`src/rtl/seq_code_lock_pkg.sv`:
```
// Shared types and width helpers for the sequential code lock.
// Width helpers are constant functions so that both the interface and the RTL agree on port sizes.
package seq_lock_pkg;

   typedef enum logic [1:0] {
      ENTRY   = 2'd0,
      OPEN    = 2'd1,
      LOCKOUT = 2'd2
   } lock_state_e;

   function automatic int unsigned key_w(input int unsigned num_keys);
      return (num_keys <= 2) ? 1 : int'($clog2(num_keys));
   endfunction

   function automatic int unsigned pos_w(input int unsigned code_len);
      return (code_len <= 2) ? 1 : int'($clog2(code_len));
   endfunction

   function automatic int unsigned fail_w(input int unsigned max_fails);
      return int'($clog2(max_fails + 1));
   endfunction

   function automatic int unsigned timer_w(input int unsigned cycles);
      return int'($clog2(cycles + 1));
   endfunction

   function automatic int unsigned max_u(input int unsigned a, input int unsigned b);
      return (a > b) ? a : b;
   endfunction

endpackage

```
`src/rtl/seq_code_lock_if.sv`:
```
// Key-entry / status bundle between the button encoder, the lock and the actuator driver.
interface seq_code_lock_if
   import seq_lock_pkg::*;
#(
   parameter int unsigned NUM_KEYS  = 4,
   parameter int unsigned CODE_LEN  = 4,
   parameter int unsigned MAX_FAILS = 3
);
   localparam int unsigned KEY_W  = key_w(NUM_KEYS);
   localparam int unsigned FAIL_W = fail_w(MAX_FAILS);

   logic                      key_vld;
   logic [KEY_W-1:0]          key_id;
   logic [CODE_LEN*KEY_W-1:0] code_i;
   logic                      relock;
   logic                      unlock;
   logic                      led;
   logic                      lockout;
   logic [FAIL_W-1:0]         fail_cnt;

   modport master (
      output key_vld, key_id, code_i, relock,
      input  unlock, led, lockout, fail_cnt
   );

   modport slave (
      input  key_vld, key_id, code_i, relock,
      output unlock, led, lockout, fail_cnt
   );
endinterface

```
`src/rtl/seq_code_lock_timer.sv`:
```
// Loadable down-counter; o_expired flags the last counted cycle so the owner can act on that edge.
module seq_lock_timer #(
   parameter int unsigned W = 8
) (
   input  logic         clk,
   input  logic         rst_n,
   input  logic         i_load,
   input  logic [W-1:0] i_load_val,
   output logic [W-1:0] o_value,
   output logic         o_expired
);
   logic [W-1:0] r_cnt;

   always_ff @(posedge clk or negedge rst_n) begin
      if (!rst_n) begin
         r_cnt <= '0;
      end else if (i_load) begin
         r_cnt <= i_load_val;
      end else if (r_cnt != '0) begin
         r_cnt <= r_cnt - W'(1);
      end
   end

   assign o_value   = r_cnt;
   assign o_expired = (r_cnt == W'(1));
endmodule

```
`src/rtl/seq_code_lock.sv`:
```
// Parametrised sequential code lock with bounded unlock window and timed lockout.
// Optional inter-key timeout enabled by defining SEQ_LOCK_TIMEOUT_EN.
module seq_code_lock
   import seq_lock_pkg::*;
#(
   parameter int unsigned NUM_KEYS       = 4,
   parameter int unsigned CODE_LEN       = 4,
   parameter int unsigned MAX_FAILS      = 3,
   parameter int unsigned UNLOCK_CYCLES  = 16,
   parameter int unsigned LOCKOUT_CYCLES = 32,
   parameter int unsigned TIMEOUT_CYCLES = 64
) (
   input logic            clk,
   input logic            rst_n,
   seq_code_lock_if.slave lk_if
);
   localparam int unsigned KEY_W  = key_w(NUM_KEYS);
   localparam int unsigned POS_W  = pos_w(CODE_LEN);
   localparam int unsigned FAIL_W = fail_w(MAX_FAILS);
   localparam int unsigned TMR_W  = timer_w(max_u(UNLOCK_CYCLES, LOCKOUT_CYCLES));

   localparam logic [POS_W-1:0]  POS_LAST = POS_W'(CODE_LEN - 1);
   localparam logic [FAIL_W-1:0] FAIL_MAX = FAIL_W'(MAX_FAILS);

   lock_state_e       r_state, w_state_nxt;
   logic [POS_W-1:0]  r_pos, w_pos_nxt;
   logic [FAIL_W-1:0] r_fail, w_fail_nxt;
   logic              r_unlock, r_led, r_lockout;

   logic [KEY_W-1:0]  w_sym [CODE_LEN];
   logic              w_key_ok, w_match, w_hit0;
   logic              w_tmr_load, w_tmr_expired;
   logic [TMR_W-1:0]  w_tmr_load_val, w_tmr_value_unused;

   // OPEN and LOCKOUT are mutually exclusive, so one counter times both windows.
   seq_lock_timer #(.W(TMR_W)) u_state_timer (
      .clk        (clk),
      .rst_n      (rst_n),
      .i_load     (w_tmr_load),
      .i_load_val (w_tmr_load_val),
      .o_value    (w_tmr_value_unused),
      .o_expired  (w_tmr_expired)
   );

`ifdef SEQ_LOCK_TIMEOUT_EN
   localparam int unsigned TO_W = timer_w(TIMEOUT_CYCLES);
   logic            w_to_load, w_to_expired;
   logic [TO_W-1:0] w_to_value_unused;

   assign w_to_load = (r_state == ENTRY) && lk_if.key_vld;

   seq_lock_timer #(.W(TO_W)) u_key_timer (
      .clk        (clk),
      .rst_n      (rst_n),
      .i_load     (w_to_load),
      .i_load_val (TO_W'(TIMEOUT_CYCLES)),
      .o_value    (w_to_value_unused),
      .o_expired  (w_to_expired)
   );
`else
   logic w_unused_timeout;
   assign w_unused_timeout = (TIMEOUT_CYCLES == 0);
`endif

   always_comb begin
      for (int unsigned k = 0; k < CODE_LEN; k++) begin
         w_sym[k] = lk_if.code_i[k*KEY_W +: KEY_W];
      end
   end

   // Out-of-range key ids never match, even if the code holds the same value.
   assign w_key_ok = ({1'b0, lk_if.key_id} < (KEY_W+1)'(NUM_KEYS));
   assign w_match  = w_key_ok && (lk_if.key_id == w_sym[r_pos]);
   assign w_hit0   = w_key_ok && (lk_if.key_id == w_sym[0]);

   always_comb begin
      w_state_nxt    = r_state;
      w_pos_nxt      = r_pos;
      w_fail_nxt     = r_fail;
      w_tmr_load     = 1'b0;
      w_tmr_load_val = '0;
      case (r_state)
         ENTRY: begin
            if (lk_if.key_vld) begin
               if (w_match) begin
                  if (r_pos == POS_LAST) begin
                     w_state_nxt    = OPEN;
                     w_pos_nxt      = '0;
                     w_fail_nxt     = '0;
                     w_tmr_load     = 1'b1;
                     w_tmr_load_val = TMR_W'(UNLOCK_CYCLES);
                  end else begin
                     w_pos_nxt = r_pos + POS_W'(1);
                  end
               end else if (r_pos != '0) begin
                  if (r_fail != FAIL_MAX) w_fail_nxt = r_fail + FAIL_W'(1);
                  if (w_fail_nxt == FAIL_MAX) begin
                     w_state_nxt    = LOCKOUT;
                     w_pos_nxt      = '0;
                     w_tmr_load     = 1'b1;
                     w_tmr_load_val = TMR_W'(LOCKOUT_CYCLES);
                  end else begin
                     w_pos_nxt = w_hit0 ? POS_W'(1) : '0;
                  end
               end
            end
`ifdef SEQ_LOCK_TIMEOUT_EN
            else if ((r_pos != '0) && w_to_expired) begin
               w_pos_nxt = '0;
            end
`endif
         end
         OPEN: begin
            if (lk_if.relock || w_tmr_expired) w_state_nxt = ENTRY;
         end
         LOCKOUT: begin
            if (w_tmr_expired) begin
               w_state_nxt = ENTRY;
               w_fail_nxt  = '0;
            end
         end
         default: begin
            w_state_nxt = ENTRY;
            w_pos_nxt   = '0;
         end
      endcase
   end

   always_ff @(posedge clk or negedge rst_n) begin
      if (!rst_n) begin
         r_state   <= ENTRY;
         r_pos     <= '0;
         r_fail    <= '0;
         r_unlock  <= 1'b0;
         r_led     <= 1'b0;
         r_lockout <= 1'b0;
      end else begin
         r_state   <= w_state_nxt;
         r_pos     <= w_pos_nxt;
         r_fail    <= w_fail_nxt;
         r_unlock  <= (w_state_nxt == OPEN);
         r_led     <= (w_state_nxt == OPEN);
         r_lockout <= (w_state_nxt == LOCKOUT);
      end
   end

   assign lk_if.unlock   = r_unlock;
   assign lk_if.led      = r_led;
   assign lk_if.lockout  = r_lockout;
   assign lk_if.fail_cnt = r_fail;
endmodule

```
`src/flat_wrapper.sv`:
```
// flat-port wrapper written by rule: the top's interface ports become plain ports
module seq_code_lock_flat import seq_lock_pkg::*;
#(
   parameter int unsigned NUM_KEYS       = 4,
   parameter int unsigned CODE_LEN       = 4,
   parameter int unsigned MAX_FAILS      = 3,
   parameter int unsigned UNLOCK_CYCLES  = 16,
   parameter int unsigned LOCKOUT_CYCLES = 32,
   parameter int unsigned TIMEOUT_CYCLES = 64
)
  (clk, rst_n, lk_if_key_vld, lk_if_key_id, lk_if_code_i, lk_if_relock, lk_if_unlock, lk_if_led, lk_if_lockout, lk_if_fail_cnt);
  seq_code_lock_if #(.NUM_KEYS(NUM_KEYS), .CODE_LEN(CODE_LEN), .MAX_FAILS(MAX_FAILS)) lk_if_i ();
  input logic clk;
  input logic rst_n;
  input wire logic [$bits(lk_if_i.key_vld)-1:0] lk_if_key_vld;
  input wire logic [$bits(lk_if_i.key_id)-1:0] lk_if_key_id;
  input wire logic [$bits(lk_if_i.code_i)-1:0] lk_if_code_i;
  input wire logic [$bits(lk_if_i.relock)-1:0] lk_if_relock;
  output wire logic [$bits(lk_if_i.unlock)-1:0] lk_if_unlock;
  output wire logic [$bits(lk_if_i.led)-1:0] lk_if_led;
  output wire logic [$bits(lk_if_i.lockout)-1:0] lk_if_lockout;
  output wire logic [$bits(lk_if_i.fail_cnt)-1:0] lk_if_fail_cnt;
  assign lk_if_i.key_vld = lk_if_key_vld;
  assign lk_if_i.key_id = lk_if_key_id;
  assign lk_if_i.code_i = lk_if_code_i;
  assign lk_if_i.relock = lk_if_relock;
  assign lk_if_unlock = lk_if_i.unlock;
  assign lk_if_led = lk_if_i.led;
  assign lk_if_lockout = lk_if_i.lockout;
  assign lk_if_fail_cnt = lk_if_i.fail_cnt;
  seq_code_lock #(.NUM_KEYS(NUM_KEYS), .CODE_LEN(CODE_LEN), .MAX_FAILS(MAX_FAILS), .UNLOCK_CYCLES(UNLOCK_CYCLES), .LOCKOUT_CYCLES(LOCKOUT_CYCLES), .TIMEOUT_CYCLES(TIMEOUT_CYCLES)) u_core (.clk(clk), .rst_n(rst_n), .lk_if(lk_if_i));
endmodule
```
`config.mk`:
```
export PLATFORM = sky130hd
export DESIGN_NAME = seq_code_lock_flat
export DESIGN_NICKNAME = d
export VERILOG_FILES = /design/src/rtl/seq_code_lock_pkg.sv /design/src/rtl/seq_code_lock_if.sv /design/src/rtl/seq_code_lock_timer.sv /design/src/rtl/seq_code_lock.sv /design/src/flat_wrapper.sv
export SDC_FILE = /design/constraint.sdc
export NUM_CORES = 1
export LEC_CHECK = 0
export BUFFER_PORTS_ARGS = -buffer_cell sky130_fd_sc_hd__buf_2
export CORE_MARGIN = 3
export CORE_UTILIZATION = 43
export DETAILED_ROUTE_END_ITERATION = 6
export PLACE_DENSITY_LB_ADDON = 0.05
export REMOVE_ABC_BUFFERS = 1
export SLEW_MARGIN = 10
export SYNTH_ARGS = -nofsm -noshare
export SYNTH_HDL_FRONTEND = slang
export SYNTH_SLANG_ARGS = --single-unit
```
`constraint.sdc`:
```
create_clock -name clk -period 5.1 [get_ports clk]
set_input_delay 0.255 -clock clk [delete_from_list [all_inputs] [get_ports clk]]
set_output_delay 0.255 -clock clk [all_outputs]
set_load 0.03 [all_outputs]
```
======== Word-level counts from Yosys, hierarchy flattened ========
Cells that the tools add are included.
word-level totals
  logic and storage cells ................. 78
  input bits .............................. 14
  RAM bits ................................ 0
  flip-flop bits (word level) ............. 14
  output and inout bits ................... 5
  memories kept ........................... 0
  bits in read-only memories .............. 0
  latch bits .............................. 0
cells by class
  equal/unequal tests ..................... 14
  multiply operators ...................... 0
  add/subtract/negate cells ............... 3
  muxes and demuxes ....................... 43
  divide/modulo/power cells ............... 0
  bitwise logic cells ..................... 2
  $lt $le $gt $ge ......................... 1
  reduce and logical (&&, ||, !) cells .... 9
  shift operators ......................... 0
operators by type and width
  kind                                                      number
  two-way mux 2 bit                                         24
  two-way mux 6 bit                                         7
  == test 2 bit, second input constant                      4
  one-hot mux 2 bit (2 select lines)                        2
  two-way mux 1 bit                                         7
  == test 6 x 1 -> 1 bit, second input constant             1
  one-hot mux 2 bit (3 select lines)                        1
  nonzero test 2 bit                                        3
  nonzero test 6 bit                                        1
  subtractor 6 x 1 -> 6 bit, second input constant          1
  two-way mux 5 bit                                         1
  AND reduction 5 bit                                       1
  adder 2 x 1 -> 2 bit, second input constant               2
  binary-select mux 2 bit (select 2 bit)                    1
  == test 2 x 1 -> 1 bit, second input constant             2
  == test 2 bit                                             2
  inequality test 2 bit, second input constant              2
  greater-or-equal comparator 3 bit, second input constant  1
  inequality test 3 x 1 -> 1 bit, second input constant     1
  inequality test 3 bit, second input constant              1
  inverter 2 -> 3 bit                                       1
  AND reduction 3 bit                                       1
  zero test 2 bit                                           1
  inequality test 2 x 1 -> 1 bit, second input constant     1
  3 further kinds                                           3

======== Longest topological paths before layout ========
Gate-level depths: netlist of run 1.
  word-level depth ........................ 15
  gate-level depth with buffers ........... 7
  depth with buffers taken out ............ 7

======== Modules after synthesis ========
From an unflattened synthesis of run 1, not the netlist that was laid out.
second synthesis, totals
  cell total of the unflattened synthesis .. 133
  area, all modules ....................... 1,126.1 um^2
by module, submodules not included
  module          cells an instance  area each (um^2)  instances  seq. area each (um^2)
  seq_code_lock   90                 743.2             1          200.2
  seq_lock_timer  43                 382.9             1          150.1

======== Least setup slack after synthesis of run 1 ========
Ideal clock, no wire load.
  path type ............................... flip-flop to flip-flop
  from .................................... register u_core.r_pos[0]
  to ...................................... register u_core.r_fail[0], in the netlist u_core.lk_if.fail_cnt[0]
  period minus slack after synthesis ...... 2.184 ns
  arrival ................................. 2.057 ns
  path buffers ............................ 0
  cell stages (with the launch flop) ...... 6
  path slack .............................. 2.916 ns
  library setup time ...................... 0.128 ns
  required time ........................... 4.972 ns
  path through ............................ dfrtp_1 mux4_2 xor2_1 or3_1 a31oi_2 mux2_1
between the ends
  longest elaborated chain between the ends .. 8
  elaborated cells on any way between the ends .. 13
  those cells by class .................... eq/ne: 4; mux: 6; bitwise: 1; reduce/logical: 2
ends and longest elaborated chain
  what                                                   RTL line              RTL
  start: declaration                                     seq_code_lock.sv:26   logic [POS_W-1:0] r_pos, w_pos_nxt;
  start signal: assignment                               seq_code_lock.sv:139  r_pos <= w_pos_nxt;
  inverter 2 -> 3 bit (not written as such)              seq_code_lock.sv:73   assign w_match = w_key_ok && (lk_if.key_id == w_sym[r_pos]);
  binary-select mux 2 bit (select 2 bit)                 seq_code_lock.sv:73
  two-way mux 2 bit (not written as such) (2 in series)  seq_code_lock.sv:73
  == test 2 bit                                          seq_code_lock.sv:73
  two-way mux 2 bit                                      seq_code_lock.sv:85   if (w_match) begin
  two-way mux 2 bit                                      seq_code_lock.sv:84   if (lk_if.key_vld) begin
  one-hot mux 2 bit (2 select lines)                     seq_code_lock.sv:82   case (r_state)
  end signal: assignment                                 seq_code_lock.sv:140  r_fail <= w_fail_nxt;
  end: declaration                                       seq_code_lock.sv:27   logic [FAIL_W-1:0] r_fail, w_fail_nxt;
Parallel ways exist; a longest one is shown, timed or not. The select of a mux whose other input is x is not followed.
A chain may end at the register's enable or synchronous reset.

======== Worst setup path after layout of run 1 ========
Ends and elaborated chain as after synthesis.

==> run summary, run 1 <==
outcome: completed
PwrDens: 575 mW/mm2
Worst IR Drop VDD: 0.260 mV
CTS clk-pin slew, worst paths: 0.08 ns
FMAX: 430 MHz
post-synthesis instance total: 108
crit share post-route: 0.456
warnings from Yosys: 0
critical path fanouts, max: 6
Congestion Overflow GR: 0
post-layout min period: 2.32 ns
most area-consuming cells after synthesis: dfrtp_1, ha_1, xor2_1
I/O pins: 19
layout cells sized above 1: 0.203
GPL Wtd Cong: 0.912
area of the die: 0.00303 mm2
commonest cells in the netlist: dfrtp_1, ha_1, inv_1
htree depth: 1
Crit Path Class: register to register
Post-route DRC: 0
row count: 17
sequential fraction of the synthesis area: 0.338
DP HPWL: 1.66 mm
Total GRT Usage: 0.162
Clock Path Buffers: 2
min-delay src: lk_if_key_vld
CTS Root Cell: clkbuf_4
1st-iter DRT viols: 10
core area: 0.00225 mm2
Final Slew Violations: 0
CP arrival: 2.49 ns
Synth area leader: dfrtp_1
clock latency on the worst-skew pair: 0.28 ns
# clock sinks: 14
hold_ws: 0.305 ns
Post-layout nets: 153
PortBufs: 18
most frequent cell after synthesis: dfrtp_1
global-route wire length before repair: 3.42 mm
Rel. slew slack: 0.599
1st-pass router iterations: 4
post-route ant nets: 0
number of global-route vias before repair: 789
post-CTS setup buffers: 0
Crit Reg-Reg Startpoint: u_core.r_pos[0]$_DFFE_PN0P_
post-synth cell types: 36
syn avg cell area: 9.59 um2
CTS tree: done
initial antenna violation count: 0
# diodes: 0
Die X: 55.1 um
Fin. Hold Viols: 0
cts bufs inserted: 3
Clock Skew: 0.00221 ns
wire per inst: 13.5 um
final setup fails: 0
setup tns final: 0 ns
MaxCap Viol Count: 0
worst endpoint required time: 5.27 ns
FFs w/ async S/R, synth: 1.00
Area growth syn-to-layout: 14.1%
fillers: 228
ys flop type: dfrtp_1
via count: 857
CP Launch Type: register
Worst-Margin Slew: 0.596 ns
Leakage: 0.530 nW
Starting Density: 0.459
final WL: 2.11 mm
Seq cells post-synth: 14
mapped cell area: 0.00104 mm2
Critical Path End Type: register
share of Yosys cell area claimed by the top area cell type: 0.338
CP startpoint: u_core.r_pos[0]$_DFFE_PN0P_
DR vias/cell: 5.49
RSZ-0062 raised after global routing: no
EDFF count, synth: 0
Die Y: 55.1 um
Tightest Hold Check Type: input port to register
largest net degree at the start of global routing: 15
==> final cells by class <==
cell class | instances | area, um2 | share of cell area
multi-input combinational | 85 | 648 | 0.548
sequential | 14 | 350 | 0.296
timing repair buffer | 19 | 100 | 0.0847
tap | 28 | 35.0 | 0.0296
inverter | 7 | 26.3 | 0.0222
clock buffer | 3 | 22.5 | 0.0190
==> critical path, cell delays in order (launching register included) <==
cell     delay [ns]
dfrtp_1        0.45
mux4_2         0.56
xor2_1         0.21
or3_1          0.43
a31oi_2        0.21
mux2_1         0.34
==> repair_timing <==
item                                   4_1_cts  5_1_grt
hold buffers                                 1        0
gates resized for setup                      0        0
endpoints found under the hold margin       14        0
==> sequential cells by signal, indices dropped and copies added (netlist names) <==
name                          count
u_core.u_state_timer.o_value      6
u_core.r_state                    2
u_core.lk_if.fail_cnt             2
u_core.lk_if.unlock               1
u_core.r_pos                      2
u_core.lk_if.lockout              1
==> per-stage QoR <==
stage	utilization	setup slack [ns]	std cells	total power, mW	cell area, um2
after floorplan	-	2.92	106	0.526	1020
after global placement	0.510	2.84	152	0.618	1150
after detailed placement	0.510	2.80	152	0.620	1150
after CTS	0.524	2.77	156	0.685	1180
after global routing	0.524	2.69	156	0.751	1180
final	0.524	2.78	156	0.680	1180
==> kinds of logic after synthesis <==
group,after synthesis,share of synthesized area
fa+ha+maj,9,0.109
buf+inv,9,0.0362
mux,6,0.0833
simple gates,37,0.191
flops,14,0.338
compound gates,23,0.158
xor+xnor,10,0.0845
==> per-layer routing <==
layer,vias to the layer above,global-route usage,wire (um)
met5,-,0,0
met2,15,0.256,986
met3,2,0.0483,94
met4,0,0.0364,14
met1,406,0.219,1010
li1,434,-,-
==> cell usage in the layout, fill, tap and decap left out, types with 2 or more instances in the layout <==
master,netlist,layout
buf_2,0,18
dfrtp_1,14,14
ha_1,9,9
inv_1,7,7
nor2b_1,6,6
nand2_1,6,6
nor2_1,6,6
nor3_1,6,6
xor2_1,6,6
a21oi_1,5,5
xnor2_1,4,4
o21ai_0,4,4
nand3_1,3,3
a31oi_1,3,3
mux2i_1,3,3
clkbuf_4,0,3
nor4_1,2,2
mux4_2,2,2
or3_1,2,2
o21a_1,2,2
==> power breakdown <==
group	switching [mW]	internal (mW)	total, mW
Combinational	0.234	0.173	0.407
Clock	0.0360	0.0274	0.0634
Sequential	0.0490	0.160	0.209
Total	0.319	0.361	0.680
==> path summary, 6_finish.rpt <==
path                            slack (ns)  depth (start not counted)                                           to
worst max-delay path                  2.78                          5         u_core.lk_if.fail_cnt[0]$_DFFE_PN0P_
worst max register to register        2.78                          5         u_core.lk_if.fail_cnt[0]$_DFFE_PN0P_
max in group asynchronous             4.46                          2                  u_core.r_state[1]$_DFF_PN0_
worst min-delay path                  0.30                          3         u_core.lk_if.fail_cnt[1]$_DFFE_PN0P_
worst min register to register        0.56                          1         u_core.lk_if.fail_cnt[0]$_DFFE_PN0P_
min in group asynchronous             0.40                          2  u_core.u_state_timer.o_value[0]$_DFFE_PN0P_
(Power assumes the default switching activity.)
==> run 2: changes to the inputs <==
--- a/config.mk
+++ b/config.mk
@@ -5,6 +5,7 @@
 export SDC_FILE = /design/constraint.sdc
 export NUM_CORES = 1
 export LEC_CHECK = 0
+export ABC_AREA = 1
 export BUFFER_PORTS_ARGS = -buffer_cell sky130_fd_sc_hd__buf_2
 export CORE_MARGIN = 3
 export CORE_UTILIZATION = 43
==> constraint.sdc (replaced) <==
create_clock -name clk -period 2.4 [get_ports clk]
set_input_delay 0.12 -clock clk [delete_from_list [all_inputs] [get_ports clk]]
set_output_delay 0.12 -clock clk [all_outputs]
set_load 0.03 [all_outputs]
==> run 2 against run 1 <==
Net effect:
- critical path depth grew 5
- power increased by 130%
- die area grew 2.6%
- via count is 14% higher
- critical endpoint is now u_core.lk_if.fail_cnt[1]$_DFFE_PN0P_
- largest cell class unchanged
- largest power group unchanged
==> run summary, run 2 <==
Met3 Routed Length: 77 um
CTS Hold Bufs: 1
setup tns final: 0 ns
post-layout min period: 1.66 ns
clock latency on the worst-skew pair: 0.28 ns
Clock Path Buffers: 2
Final Slew Violations: 0
Die Y: 55.8 um
Post-layout nets: 199
# diodes: 0
Worst IR Drop VDD: 0.610 mV
crit share post-route: 0.692
Seq cells post-synth: 14
1st-iter DRT viols: 13
area of the die: 0.00311 mm2
# clock sinks: 14
via count: 980
syn avg cell area: 6.97 um2
share of Yosys cell area claimed by the top area cell type: 0.329
Die X: 55.8 um
worst endpoint required time: 2.58 ns
Starting Density: 0.468
DP HPWL: 1.67 mm
max reg flops: 6
hold_ws: 0.247 ns
outcome: completed
PortBufs: 18
CP Launch Type: register
PwrDens: 1240 mW/mm2
I/O pins: 19
MaxCap Viol Count: 0
main combinational cell family by area after synthesis: simple AND/OR/NAND/NOR gates
CTS tree: done
mux contribution to synthesized area: 0
sequential fraction of the synthesis area: 0.329
met2 routed WL: 945 um
RSZ-0062 raised after global routing: no
Synth Area in Compound Gates: 0.0974
CP dominant cell by count: nand2_1
Crit Path Class: register to register
FMAX: 602 MHz
largest net degree at the start of global routing: 15
most area-consuming cells after synthesis: dfrtp_1, nand2_1, ha_1
wire per inst: 9.91 um
Area growth syn-to-layout: 15.4%
Rel. slew slack: 0.702
Adder-Cell Fraction of Synth Area: 0.106
number of global-route vias before repair: 881
mapped cell area: 0.00107 mm2
row count: 17
initial antenna violation count: 0
commonest cells after routing, fill and taps aside: nand2_1, inv_1, buf_2
cts repair resizes: 0
commonest cells in the netlist: nand2_1, inv_1, dfrtp_1
Fin. Hold Viols: 0
slowest stage delay, CP: 0.40 ns
critical path fanouts, max: 6
most common cell after layout, fill and taps aside: nand2_1
htree depth: 1
Max Used Layer: met4
CP arrival: 1.84 ns
Metal-1 WL: 973 um
xor and xnor fraction of the mapped netlist area: 0.0246
global-route wire length before repair: 3.58 mm
cts bufs inserted: 3
Critical Path End Type: register
final setup fails: 0
ys flop type: dfrtp_1
Clock Skew: 0.00438 ns
1st-pass router iterations: 4
Worst-Margin Slew: 0.443 ns
crit path max-delay cell type: dfrtp_1
FFs w/ async S/R, synth: 1.00
Tightest Hold Check Type: input port to async pin
DR vias/cell: 4.83
core area: 0.00228 mm2
post-CTS setup buffers: 0
warnings from Yosys: 0
Synth area leader: dfrtp_1
critical-path cell list: inv_1, ha_1, inv_2, nor2_1, a21oi_1, nand2_1, a31oi_2, nand2_1, nand2_1, nand2_1
EDFF count, synth: 0
synthesized-area fraction occupied by and/or/nand/nor cells: 0.349
CTS Root Cell: clkbuf_4
Leakage: 0.710 nW
Congestion Overflow GR: 0
post-synthesis instance total: 153
Total GRT Usage: 0.139
post-synth cell types: 26
Post-route DRC: 0
GPL Wtd Cong: 0.846
most frequent cell after synthesis: nand2_1
layout cells sized above 1: 0.200
post-route ant nets: 0
final WL: 2.01 mm
CTS clk-pin slew, worst paths: 0.08 ns
[run 2: cell count changes in the layout (fill, tap and decap cells not counted), sizes merged, moves of 4 or more]
cell,delta
nor3,-5
o21ai,+5
nor2b,-6
nand3,+11
inv,+18
nor2,+6
nand2,+47
xor2,-4
[run 2: final cells by class]
type / count / area [um2]
inverter: 25 / 93.8
sequential: 14 / 350
fill: 240 / 1050
timing repair buffer: 19 / 100
tap: 28 / 35.0
clock buffer: 4 / 36.3
multi-input combinational: 113 / 614
[run 2: critical path: cells and delay by family, from the launching register on]
kind                     cells  cell delay, ns
flip-flops                   1            0.40
adder cells (fa/ha/maj)      1            0.30
AND/OR/NAND/NOR              5            0.36
AO/OA/AOI/OAI                2            0.29
buffers and inverters        2            0.23
[run 2: kinds of logic after synthesis]
logic type,count (synthesis)
flip-flops,14
adder cells (fa/ha/maj),9
AO/OA/AOI/OAI,17
AND/OR/NAND/NOR,84
buffers and inverters,26
XOR/XNOR,3
[run 2: report_power, final]
part	switching, mW	internal, mW
sequential	0.0955	0.347
combinational	0.584	0.337
clock	0.0753	0.0923
total	0.755	0.776
[run 2: metal layers]
layer | track usage | vias up
met2 | 0.236 | 13
li1 | - | 520
met3 | 0.0418 | 4
met5 | 0 | -
met4 | 0.0208 | 0
met1 | 0.177 | 443
[run 2: final timing paths]
kind	slack (ns)	endpoint	start	depth (start not counted)
setup / recovery	0.74	u_core.lk_if.fail_cnt[1]$_DFFE_PN0P_	u_core.r_state[0]$_DFF_PN0_	10
hold / removal	0.25	u_core.lk_if.fail_cnt[0]$_DFFE_PN0P_	rst_n	2
setup reg to reg	0.74	u_core.lk_if.fail_cnt[1]$_DFFE_PN0P_	u_core.r_state[0]$_DFF_PN0_	10
hold reg to reg	0.53	u_core.lk_if.fail_cnt[0]$_DFFE_PN0P_	u_core.lk_if.fail_cnt[0]$_DFFE_PN0P_	2
max in group asynchronous	1.92	u_core.r_pos[0]$_DFFE_PN0P_	rst_n	2
min in group clk	0.25	u_core.u_state_timer.o_value[4]$_DFFE_PN0P_	lk_if_key_vld	5
[run 2: per-stage QoR]
step	cells	total power [mW]	setup WS, ns	util	cell area (um2)
floorplan	152	1.18	0.874	-	1060
global placement	198	1.36	0.803	0.520	1180
detailed placement	198	1.37	0.742	0.520	1180
CTS	203	1.54	0.732	0.540	1230
global route	203	1.69	0.560	0.540	1230
finish	203	1.53	0.739	0.540	1230
==> run 3: changes to the inputs <==
==> constraint.sdc (replaced) <==
create_clock -name clk -period 1.49 [get_ports clk]
set_input_delay 0.0745 -clock clk [delete_from_list [all_inputs] [get_ports clk]]
set_output_delay 0.0745 -clock clk [all_outputs]
set_load 0.03 [all_outputs]
==> run 3 against run 2 <==
Net effect:
- the run now ends with negative setup slack left
- clock-buffer cell count fell by 1
- core utilization rose by 7.2 points
- sequential power rose by 58%
- setup slack got worse by 0.78 ns
- combinational power rose by 110%
- global-route usage rose by 1.4 points
- clock skew rose by 0.0025 ns
- hold slack got worse by 0.036 ns
- first-iteration DRC count rose by 85%
- largest power group unchanged
==> run summary, run 3 (same netlist as run 2, synthesis figures left out) <==
family with the most delay on the worst path: simple AND/OR/NAND/NOR gates
area of the die: 0.00311 mm2
DR vias/cell: 4.85
Starting Density: 0.468
global-route wire length before repair: 3.91 mm
Die X: 55.8 um
Clock Skew: 0.00687 ns
CTS Root Cell: clkbuf_4
Die Y: 55.8 um
Rel. slew slack: 0.784
sw frac: 0.486
I/O pins: 19
CP dominant cell by count: nand2_2
FMAX: 653 MHz
final worst slack: -0.0414 ns
hold_ws: 0.211 ns
Post-route DRC: 0
RSZ-0062 raised after global routing: yes
number of global-route vias before repair: 972
critical-path cell list: buf_4, ha_1, nand2_1, inv_1, nand3_2, nand2_2, inv_2, nand2_1, nand2_2, nand2_2, nor2_2
most common cell after layout, fill and taps aside: nand2_1
layout cells sized above 1: 0.362
largest net degree at the start of global routing: 15
Final Slew Violations: 0
critical path fanouts, max: 7
crit share post-route: 1.03
wire per inst: 10.6 um
CP Launch Type: register
via count: 1048
final WL: 2.30 mm
Tightest Hold Check Type: input port to async pin
CTS clk-pin slew, worst paths: 0.08 ns
slowest stage delay, CP: 0.47 ns
crit path max-delay cell type: dfrtp_2
max reg flops: 6
Post-Route Utilization: 0.612
Post-layout nets: 213
Fin. Hold Viols: 0
commonest cells after routing, fill and taps aside: nand2_1, inv_1, buf_2
initial antenna violation count: 0
# clock sinks: 14
Leakage: 0.777 nW
PwrDens: 2030 mW/mm2
1st-pass router iterations: 4
Clk network pwr share: 0.073
DP HPWL: 1.82 mm
combinational power share: 0.678
outcome: finished, violations left
htree depth: 1
Switching Power: 1.37 mW
1st-iter DRT viols: 24
Congestion Overflow GR: 0
clock latency on the worst-skew pair: 0.27 ns
GPL Wtd Cong: 0.834
Area growth syn-to-layout: 30.8%
Total GRT Usage: 0.153
# diodes: 0
internal power: 1.45 mW
Post-DP Area: 0.00126 mm2
PortBufs: 18
cts bufs inserted: 3
post-route ant nets: 0
failing checks: negative setup slack
final setup fails: 8
post-layout min period: 1.53 ns
CTS tree: done
worst endpoint required time: 1.70 ns
row count: 17
MaxCap Viol Count: 0
Worst IR Drop VDD: 1.10 mV
Worst Path Buf+Inv: 3
sequential power share: 0.248
Worst-Margin Slew: 0.323 ns
core area: 0.00228 mm2
Design Area, Final: 0.00139 mm2
Critical Path End Type: register
CP arrival: 1.74 ns
Clock Path Buffers: 2
Crit Path Class: register to register
## run 3: repair_timing
item	4_1_cts	5_1_grt
hold endpoints to repair	14	0
buffers inserted	0	3
setup endpoints to repair	13	14
gates resized for setup	5	17
cloned	1	0
pin swaps	4	13
hold buffers	1	0
## run 3: power groups by stage
stage	Sequential, mW	Clock [mW]	Combinational [mW]
2_1_floorplan	0.792	0	1.10
3_3_place_gp	0.691	0	1.68
3_5_place_dp	0.702	0	1.70
4_1_cts	0.701	0.219	1.77
5_1_grt	0.730	0.230	2.17
6_report	0.702	0.208	1.92
## run 3: layout make-up
class	instances	area, um2
fill	212	882
multi-input combinational	114	691
sequential	14	352
timing repair buffer	32	198
inverter	25	96.3
clock buffer	3	22.5
tap	28	35.0
## run 3: worst paths after layout
check                                                            start                                           to  slack, ns  cells after the start
max in group asynchronous                                        rst_n                  u_core.r_pos[0]$_DFFE_PN0P_       1.02                      2
setup reg to reg                           u_core.r_pos[0]$_DFFE_PN0P_               u_core.lk_if.lockout$_DFF_PN0_      -0.04                     11
hold reg to reg            u_core.u_state_timer.o_value[1]$_DFFE_PN0P_  u_core.u_state_timer.o_value[1]$_DFFE_PN0P_       0.53                      2
setup / recovery                           u_core.r_pos[0]$_DFFE_PN0P_               u_core.lk_if.lockout$_DFF_PN0_      -0.04                     11
hold / removal                                                   rst_n         u_core.lk_if.fail_cnt[1]$_DFFE_PN0P_       0.21                      2
min in group clk                                       lk_if_code_i[1]                  u_core.r_pos[0]$_DFFE_PN0P_       0.22                      6
## run 3: per-stage QoR
stage	TNS, ns	std cells	power (mW)	setup WS (ns)
CTS	-0.0896	213	2.69	-0.0321
global route	-1.96	216	3.13	-0.185
finish	-0.0900	216	2.83	-0.0414
global placement	-0.0624	208	2.37	-0.0499
detailed placement	-0.444	208	2.41	-0.0737
floorplan	-0.0713	152	1.90	-0.0360
## run 3: worst register-to-register path: cells and delay by family (launching register included)
kind | cells | cell delay, ns
and+or+nand+nor | 7 | 0.53
DFF | 1 | 0.47
buffers and inverters | 3 | 0.26
adders and majority gates | 1 | 0.22
## run 3: routing by layer
layer  track usage  vias up  wire, um
li1              -      553         -
met1         0.195      483      1070
met2         0.269       12      1170
met3        0.0348        0        53
met4        0.0208        0         0
met5             0        -         0
